<file path="src/rtl/instr_fetch_unit.sv">
// Instruction fetch front end: credit-limited imem requests, in-order response tagging,
// output FIFO, flush with stale-response dropping. Optional macro FETCH_BYPASS_EN.
module instr_fetch_unit #(
  parameter int ADDR_W = 32,
  parameter int DATA_W = 32,
  parameter int DEPTH  = 4
) (
  input  logic              clk,
  input  logic              rst,
  input  logic              pc_valid,
  input  logic [ADDR_W-1:0] pc_addr,
  output logic              pc_ready,
  input  logic              flush,
  output logic              imem_req_valid,
  output logic [ADDR_W-1:0] imem_req_addr,
  input  logic              imem_req_ready,
  input  logic              imem_resp_valid,
  input  logic [DATA_W-1:0] imem_resp_data,
  output logic              inst_valid,
  output logic [DATA_W-1:0] inst_data,
  output logic [ADDR_W-1:0] inst_addr,
  input  logic              inst_ready
);
  localparam int PW = (DEPTH > 1) ? $clog2(DEPTH) : 1;
  localparam int CW = PW + 1;
  localparam logic [CW:0] DEPTH_C = (CW+1)'(DEPTH);

  logic [ADDR_W-1:0] aq_q    [DEPTH];
  logic [ADDR_W-1:0] faddr_q [DEPTH];
  logic [DATA_W-1:0] fdata_q [DEPTH];

  logic [PW-1:0] aq_wr_q, aq_wr_d, aq_rd_q, aq_rd_d;
  logic [PW-1:0] f_wr_q, f_wr_d, f_rd_q, f_rd_d;
  logic [CW-1:0] fcnt_q, fcnt_d, pend_q, pend_d, drop_q, drop_d;
  logic [CW:0]   used;
  logic          req_fire, resp_take, resp_drop, fifo_vld, fpush, fpop;
  logic [ADDR_W-1:0] resp_addr;

  // Every slot is either buffered, awaiting a live response, or awaiting a stale one.
  assign used           = {1'b0, fcnt_q} + {1'b0, pend_q} + {1'b0, drop_q};
  assign imem_req_valid = pc_valid && (used < DEPTH_C) && !flush;
  assign imem_req_addr  = pc_addr;
  assign pc_ready       = imem_req_valid && imem_req_ready;
  assign req_fire       = pc_ready;

  assign resp_addr = aq_q[aq_rd_q];
  assign resp_take = imem_resp_valid && (drop_q == '0) && (pend_q != '0) && !flush;
  assign resp_drop = imem_resp_valid && (drop_q != '0) && !flush;
  assign fifo_vld  = (fcnt_q != '0);
  assign fpop      = fifo_vld && inst_ready && !flush;

`ifdef FETCH_BYPASS_EN
  logic byp;
  assign byp        = resp_take && !fifo_vld;
  assign inst_valid = fifo_vld || byp;
  assign inst_data  = fifo_vld ? fdata_q[f_rd_q] : (byp ? imem_resp_data : '0);
  assign inst_addr  = fifo_vld ? faddr_q[f_rd_q] : (byp ? resp_addr : '0);
  assign fpush      = resp_take && !(byp && inst_ready);
`else
  assign inst_valid = fifo_vld;
  assign inst_data  = fifo_vld ? fdata_q[f_rd_q] : '0;
  assign inst_addr  = fifo_vld ? faddr_q[f_rd_q] : '0;
  assign fpush      = resp_take;
`endif

  always_comb begin
    aq_wr_d = aq_wr_q;
    aq_rd_d = aq_rd_q;
    f_wr_d  = f_wr_q;
    f_rd_d  = f_rd_q;
    fcnt_d  = fcnt_q;
    pend_d  = pend_q;
    drop_d  = drop_q;
    if (flush) begin
      aq_wr_d = '0;
      aq_rd_d = '0;
      f_wr_d  = '0;
      f_rd_d  = '0;
      fcnt_d  = '0;
      pend_d  = '0;
      // A response landing in the flush cycle belongs to the discarded set itself.
      drop_d  = drop_q + pend_q
              - CW'(imem_resp_valid && ((drop_q != '0) || (pend_q != '0)));
    end else begin
      if (req_fire)  aq_wr_d = aq_wr_q + PW'(1);
      if (resp_take) aq_rd_d = aq_rd_q + PW'(1);
      if (fpush)     f_wr_d  = f_wr_q + PW'(1);
      if (fpop)      f_rd_d  = f_rd_q + PW'(1);
      pend_d = pend_q + CW'(req_fire) - CW'(resp_take);
      fcnt_d = fcnt_q + CW'(fpush) - CW'(fpop);
      if (resp_drop) drop_d = drop_q - CW'(1);
    end
  end

  always_ff @(posedge clk) begin
    if (rst) begin
      aq_wr_q <= '0;
      aq_rd_q <= '0;
      f_wr_q  <= '0;
      f_rd_q  <= '0;
      fcnt_q  <= '0;
      pend_q  <= '0;
      drop_q  <= '0;
    end else begin
      aq_wr_q <= aq_wr_d;
      aq_rd_q <= aq_rd_d;
      f_wr_q  <= f_wr_d;
      f_rd_q  <= f_rd_d;
      fcnt_q  <= fcnt_d;
      pend_q  <= pend_d;
      drop_q  <= drop_d;
    end
  end

  // Storage needs no reset: occupancy counters gate every read.
  always_ff @(posedge clk) begin
    if (req_fire) aq_q[aq_wr_q] <= pc_addr;
    if (fpush) begin
      fdata_q[f_wr_q] <= imem_resp_data;
      faddr_q[f_wr_q] <= resp_addr;
    end
  end
endmodule

</file>
<file path="config.mk">
export PLATFORM = sky130hd
export DESIGN_NAME = instr_fetch_unit
export DESIGN_NICKNAME = d
export VERILOG_FILES = /design/src/rtl/instr_fetch_unit.sv
export SDC_FILE = /design/constraint.sdc
export NUM_CORES = 1
export LEC_CHECK = 0
export CELL_PAD_IN_SITES_DETAIL_PLACEMENT = 0
export CELL_PAD_IN_SITES_GLOBAL_PLACEMENT = 1
export CORE_UTILIZATION = 45
export DETAILED_ROUTE_END_ITERATION = 8
export GPL_ROUTABILITY_DRIVEN = 0
export PLACE_DENSITY_LB_ADDON = 0.2
export SKIP_CTS_REPAIR_TIMING = 1
export SYNTH_ARGS = -nofsm -noshare
export SYNTH_HDL_FRONTEND = slang
export SYNTH_SLANG_ARGS = --single-unit
export TNS_END_PERCENT = 30
</file>
<file path="constraint.sdc">
create_clock -name clk -period 3.8 [get_ports clk]
set_clock_uncertainty 0.2 [all_clocks]
set_input_delay 0.76 -clock clk [delete_from_list [all_inputs] [get_ports clk]]
set_output_delay 0.76 -clock clk [all_outputs]
set_load 0.1 [all_outputs]
</file>
==> metrics.yaml, run 1 <==
status:
  status: "finished clean"
drt:
  top_layer: "met4"
  wl_met2_microns: 15600
  drt_iter0_markers: 470
  wl_met1_microns: 13500
  num_vias: 7507
  routed_via_density: 5.31
  ant_nets: 0
  drc_errors: 0
  drt-pass1-iter-count: 6
  met3_length_microns: 1200
  drt-total-wl_microns: 30700
  post_drt_wl_per_cell_microns: 21.7
critical_path:
  cp-start-kind: "flip-flop"
  reg2reg_slack_ns: 0.31
  reg2reg_from: "pend_q[1]"
  critPathMaxFanout: 4
  path_class: "reg -> out"
  end_kind: "primary output"
  crit_arrival_ns: 2.82
  r2r_end: "pend_q[2]"
  cp_data_required_time_ns: 2.84
  r2r_cells: 13
finish:
  regArea_sq_mm: 0.0120
  nNetsFinal: 1022
  final_common_cell: "edfxtp_1"
  n_antenna_cell: 0
  final_cell_count_no_fill: 1415
  fill_cells: 2719
  layout_common_cells: "edfxtp_1 (384), buf_4 (112), mux4_2 (92)"
  post-route-util: 0.554
  multiInputGateArea_sq_mm: 0.00347
  syn2layout_area_growth_pct: 20.7
  drive_gt1_frac: 0.314
die:
  io_pins: 170
  rows: 68
  start_util: 0.459
  die_w_microns: 190
  die-area_sq_mm: 0.0362
  chipHeight_microns: 190
  core_area_sq_mm: 0.0347
grt:
  grt_start_max_net_pins: 65
  grt_pass1_vias: 8086
  grt.overflow.total: 0
  grt_usage: 0.172
  grt_pass1_wl_microns: 46600
  antenna_found_initial: 0
sta:
  hold_violations: 0
  period_share: 0.994
  period_minus_slack_ns: 3.78
  setup_viol: 0
  fmax_mhz: 265
  worst_pin_slew_ns: 0.896
  rsz0062_at_grt: "yes"
  hold_slack_ns: 0.291
  slew_headroom: 0.403
  final_max_slew_viol_count: 0
  setup_tns_ns: 0
placement:
  dpl.hpwl_microns: 19000
  place_inst: 1333
  port_buffers: 169
logic_synthesis:
  seq_area_frac_synth: 0.750
  syn_nets: 846
  synth.avg_cell_area_sq_um: 21.2
  synth_area_sq_mm: 0.0159
  synth_edf_count: 384
  synthArstFlopShare: 0
  yosys_warnings: 0
  ys.flop_type: "edfxtp_1"
  synth_cell_types: 40
  postSynthCellCount: 751
  ys_ff_latch: 405
cts:
  clk_root_buffer_cell: "clkbuf_16"
  cts_tree: "done"
  htreeDepth: 2
  clock_latency_ns: 0.53
  cts_buffer_depth: 3
  path_clk_slew_ns: 0.06
  numCtsBuffers: 42
  cts_sinks: 405
power:
  vdd_ir_drop_max_v: 0.000288
  p_leak_nw: 6.33
  finalPower_w: 0.00928
  p_per_area_mw_per_mm2: 483
min_path:
  hold_depth: 2
  worstHoldStart: "aq_rd_q[1]"
  worst_hold_path_type: "reg -> reg"
job:
  max-cap-violations: 0
==> sequential cells by signal (all words and copies together), names as in the netlist, named ones only <==
register and cells:
aq_rd_q 2, fdata_q 128, aq_wr_q 2, fcnt_q 3, faddr_q 128, drop_q 3, f_rd_q 2, pend_q 3
aq_q 128, f_wr_q 2
==> final cells by class <==
cell class	instances	area share
sequential	405	0.623
multi-input combinational	263	0.181
timing repair buffer	196	0.0948
clock buffer	57	0.0597
tap	455	0.0296
clock inverter	20	0.00879
inverter	19	0.00384
==> synth_stat cells (all sizes together) (2+ instances only) <==
cell type  number  area, sq um
a21oi          11         55.1
and2           66          413
and3           10         62.6
buf            51          435
clkbuf         13         50.0
dfxtp          21          420
edfxtp        384        11500
fa              6          120
ha             18          225
inv            19         71.3
mux4           96         2180
nand2b          2         12.5
nand3           5         25.0
nor2           12         45.0
nor3            2         10.0
o21ai           5         25.0
o31ai           2         15.0
or2             2         12.5
or3             2         12.5
xnor2           7         61.3
xor2            4         35.0
==> worst max-delay path by stage <==
stage | from | endpoint | slack, ns | cells after the start
2_1_floorplan | fcnt_q[1] | imem_req_valid | -0.25 | 6
3_3_place_gp | imem_resp_valid | fcnt_q[2] | 0.37 | 12
3_5_place_dp | imem_resp_valid | fcnt_q[2] | 0.29 | 12
4_1_cts | fcnt_q[1] | imem_req_valid | -0.20 | 7
5_1_grt | pend_q[1] | pc_ready | -0.07 | 7
6_report | pend_q[1] | pc_ready | 0.02 | 7
==> critical path, cell delays in order, from the launching register on <==
cell and delay, ns:
dfxtp_4 0.37, inv_4 0.05, fa_1 0.46, or2_4 0.25, fa_2 0.60, nand4b_1 0.18, nor2_4 0.19, buf_12 0.19
==> power breakdown <==
part           switching (W)  internal [W]
logic               0.000328      0.000177
registers          0.0000144       0.00490
clock network        0.00160       0.00226
total                0.00194       0.00734
==> per-layer routing <==
metal / vias up / GRT usage
met5: - / 0
met4: 0 / 0.0412
met3: 37 / 0.0266
met2: 178 / 0.296
met1: 3949 / 0.229
li1: 3343 / -
==> stage by stage <==
stage | worst slack [ns] | cell area, sq um
2_1_floorplan | -0.249 | 15900
3_3_place_gp | 0.368 | 17800
3_5_place_dp | 0.291 | 17800
4_1_cts | -0.200 | 19200
5_1_grt | -0.0666 | 19200
6_report | 0.0232 | 19200
==> logic make-up (layout without fill, tap and decap cells) <==
group / after synthesis / count (layout) / synth area share
adder cells (fa/ha/maj): 24 / 24 / 0.0217
buffers and inverters: 83 / 292 / 0.0349
flip-flops: 405 / 405 / 0.750
XOR/XNOR: 11 / 11 / 0.00605
multiplexers: 96 / 96 / 0.137
AO/OA/AOI/OAI: 25 / 25 / 0.00958
AND/OR/NAND/NOR: 107 / 107 / 0.0409
(Power assumes the default switching activity.)
==> inputs of run 2 (changes only) <==
--- a/config.mk
+++ b/config.mk
@@ -12,6 +12,7 @@
 export GPL_ROUTABILITY_DRIVEN = 0
 export PLACE_DENSITY_LB_ADDON = 0.2
 export SKIP_CTS_REPAIR_TIMING = 1
+export SKIP_LAST_GASP = 1
 export SYNTH_ARGS = -nofsm -noshare
 export SYNTH_HDL_FRONTEND = slang
 export SYNTH_SLANG_ARGS = --single-unit
==> results of run 2 <==
Final layout, timing and power as in run 1 (identical DEF).
==> inputs of run 3 (changes only) <==
--- a/config.mk
+++ b/config.mk
@@ -7,7 +7,8 @@
 export LEC_CHECK = 0
 export CELL_PAD_IN_SITES_DETAIL_PLACEMENT = 0
 export CELL_PAD_IN_SITES_GLOBAL_PLACEMENT = 1
-export CORE_UTILIZATION = 45
+export CORE_MARGIN = 2
+export CORE_UTILIZATION = 49
 export DETAILED_ROUTE_END_ITERATION = 8
 export GPL_ROUTABILITY_DRIVEN = 0
 export PLACE_DENSITY_LB_ADDON = 0.2
==> run 3 against run 2 <==
The flow now finishes with violations (negative setup slack). Hold slack about the same. Clock power decreased by 1%. Via count decreased by 0.97%. Sequential power about the same. Count of clock-buffer cells in the layout decreased by 3. Combinational power about the same. Setup slack got worse by 0.035 ns. Design area decreased by 0.27%. Critical path type unchanged. Critical endpoint unchanged. Largest power group unchanged.
==> metrics.yaml, run 3 (same netlist as run 1, synthesis figures left out) <==
status:
  violations: "negative setup slack"
  status: "finished, violations left"
power:
  p_leak_nw: 6.30
  finalPower_w: 0.00923
  p_per_area_mw_per_mm2: 481
  vdd_ir_drop_max_v: 0.000352
die:
  rows: 66
  die-area_sq_mm: 0.0340
  start_util: 0.493
  die_w_microns: 184
  io_pins: 170
  chipHeight_microns: 184
  core_area_sq_mm: 0.0323
drt:
  num_vias: 7434
  drt-pass1-iter-count: 6
  ant_nets: 0
  drt-total-wl_microns: 29800
  routed_via_density: 5.33
  drc_errors: 0
  post_drt_wl_per_cell_microns: 21.3
  drt_iter0_markers: 465
min_path:
  worst_hold_path_type: "reg -> reg"
critical_path:
  crit_cells: 7
  reg2reg_slack_ns: 0.34
  path_class: "reg -> out"
  end_kind: "primary output"
  cp_common_cell: "fa_1"
  worst_path_max_delay_cell: "fa_1"
  cp_data_required_time_ns: 2.84
  crit_arrival_ns: 2.85
  crit_path_cell_trace: "inv_4 -> fa_1 -> or2_4 -> fa_1 -> nand4b_1 -> nor2_4 -> buf_12"
  r2r_cells: 12
  slowest_delay_ns: 0.58
  critPathLaunch: "pend_q[1]"
  cp-endpoint: "pc_ready"
  critPathBufInv: 2
  reg2reg_from: "pend_q[1]"
  critPathTopFamily: "adder cells"
  r2r_end: "pend_q[2]"
  critPathMaxFanout: 3
  cp-start-kind: "flip-flop"
placement:
  dpl_worst_slack_ns: 0.236
  dpl_cell_area_sq_mm: 0.0178
  dpl.hpwl_microns: 17400
  port_buffers: 169
grt:
  antenna_found_initial: 0
  grt_pass1_vias: 8057
  grt.overflow.total: 0
  grt_usage: 0.179
  grt_start_max_net_pins: 66
  grt_pass1_wl_microns: 45400
cts:
  clock_latency_ns: 0.52
  cts_buffer_depth: 3
  clk_root_buffer_cell: "clkbuf_16"
  numCtsBuffers: 42
  htreeDepth: 2
  cts_tree: "done"
  path_clk_slew_ns: 0.06
  cts_sinks: 405
finish:
  n_antenna_cell: 0
  final_common_cell: "edfxtp_1"
  post-route-cell-area_sq_mm: 0.0192
  reg_top3: "aq_q x128, faddr_q x128, fdata_q x128"
  nNetsFinal: 1018
  layout_common_cells: "edfxtp_1 (384), buf_4 (106), mux4_2 (92)"
  drive_gt1_frac: 0.307
  syn2layout_area_growth_pct: 20.4
sta:
  layout_setup_ws_ns: -0.0118
  slew_headroom: 0.423
  worst_pin_slew_ns: 0.865
  fmax_mhz: 262
  hold_violations: 0
  period_share: 1.00
  final_max_slew_viol_count: 0
  hold_slack_ns: 0.291
  rsz0062_at_grt: "yes"
  period_minus_slack_ns: 3.81
  setup_viol: 1
job:
  max-cap-violations: 0
[run 3: final cells by class]
class | instances | area, sq um
clock inverter | 21 | 149
tap | 442 | 553
clock buffer | 54 | 1140
multi-input combinational | 263 | 3470
sequential | 405 | 12000
timing repair buffer | 192 | 1820
inverter | 19 | 76.3
fill | 2380 | 13100
[run 3: worst min-delay path by stage]
stage	startpoint	to	slack, ns	depth (start not counted)
final	aq_rd_q[1]	flip-flop	0.29	2
after global routing	aq_rd_q[1]	flip-flop	0.34	2
after CTS	aq_rd_q[1]	flip-flop	0.30	2
after detailed placement	aq_rd_q[1]	flip-flop	0.29	2
after global placement	aq_rd_q[1]	flip-flop	0.26	2
after floorplan	aq_rd_q[1]	flip-flop	0.25	2
[run 3: tightest hold or removal path, delay by kind of cell (launching register included)]
kind	cells	cell delay (ns)
flip-flops	1	0.31
AO/OA/AOI/OAI	2	0.13
[run 3: per-layer routing]
layer | up-vias | track usage | routed length, microns
li1 | 3330 | - | -
met1 | 3860 | 0.233 | 12500
met2 | 206 | 0.315 | 15300
met3 | 38 | 0.0302 | 1460
met4 | 0 | 0.0422 | 443
met5 | - | 0 | 0
[run 3: through the flow]
stage               utilization  cells  setup TNS [ns]
global placement          0.552   1314               0
global route              0.594   1396          -0.209
floorplan                     -    751          -0.249
finish                    0.594   1396         -0.0118
detailed placement        0.552   1314               0
CTS                       0.591   1389          -0.377
[run 3: report_power, final]
group          internal, W  switching, W
Combinational     0.000176      0.000331
Sequential         0.00490     0.0000141
Clock              0.00224       0.00157
Total              0.00732       0.00191
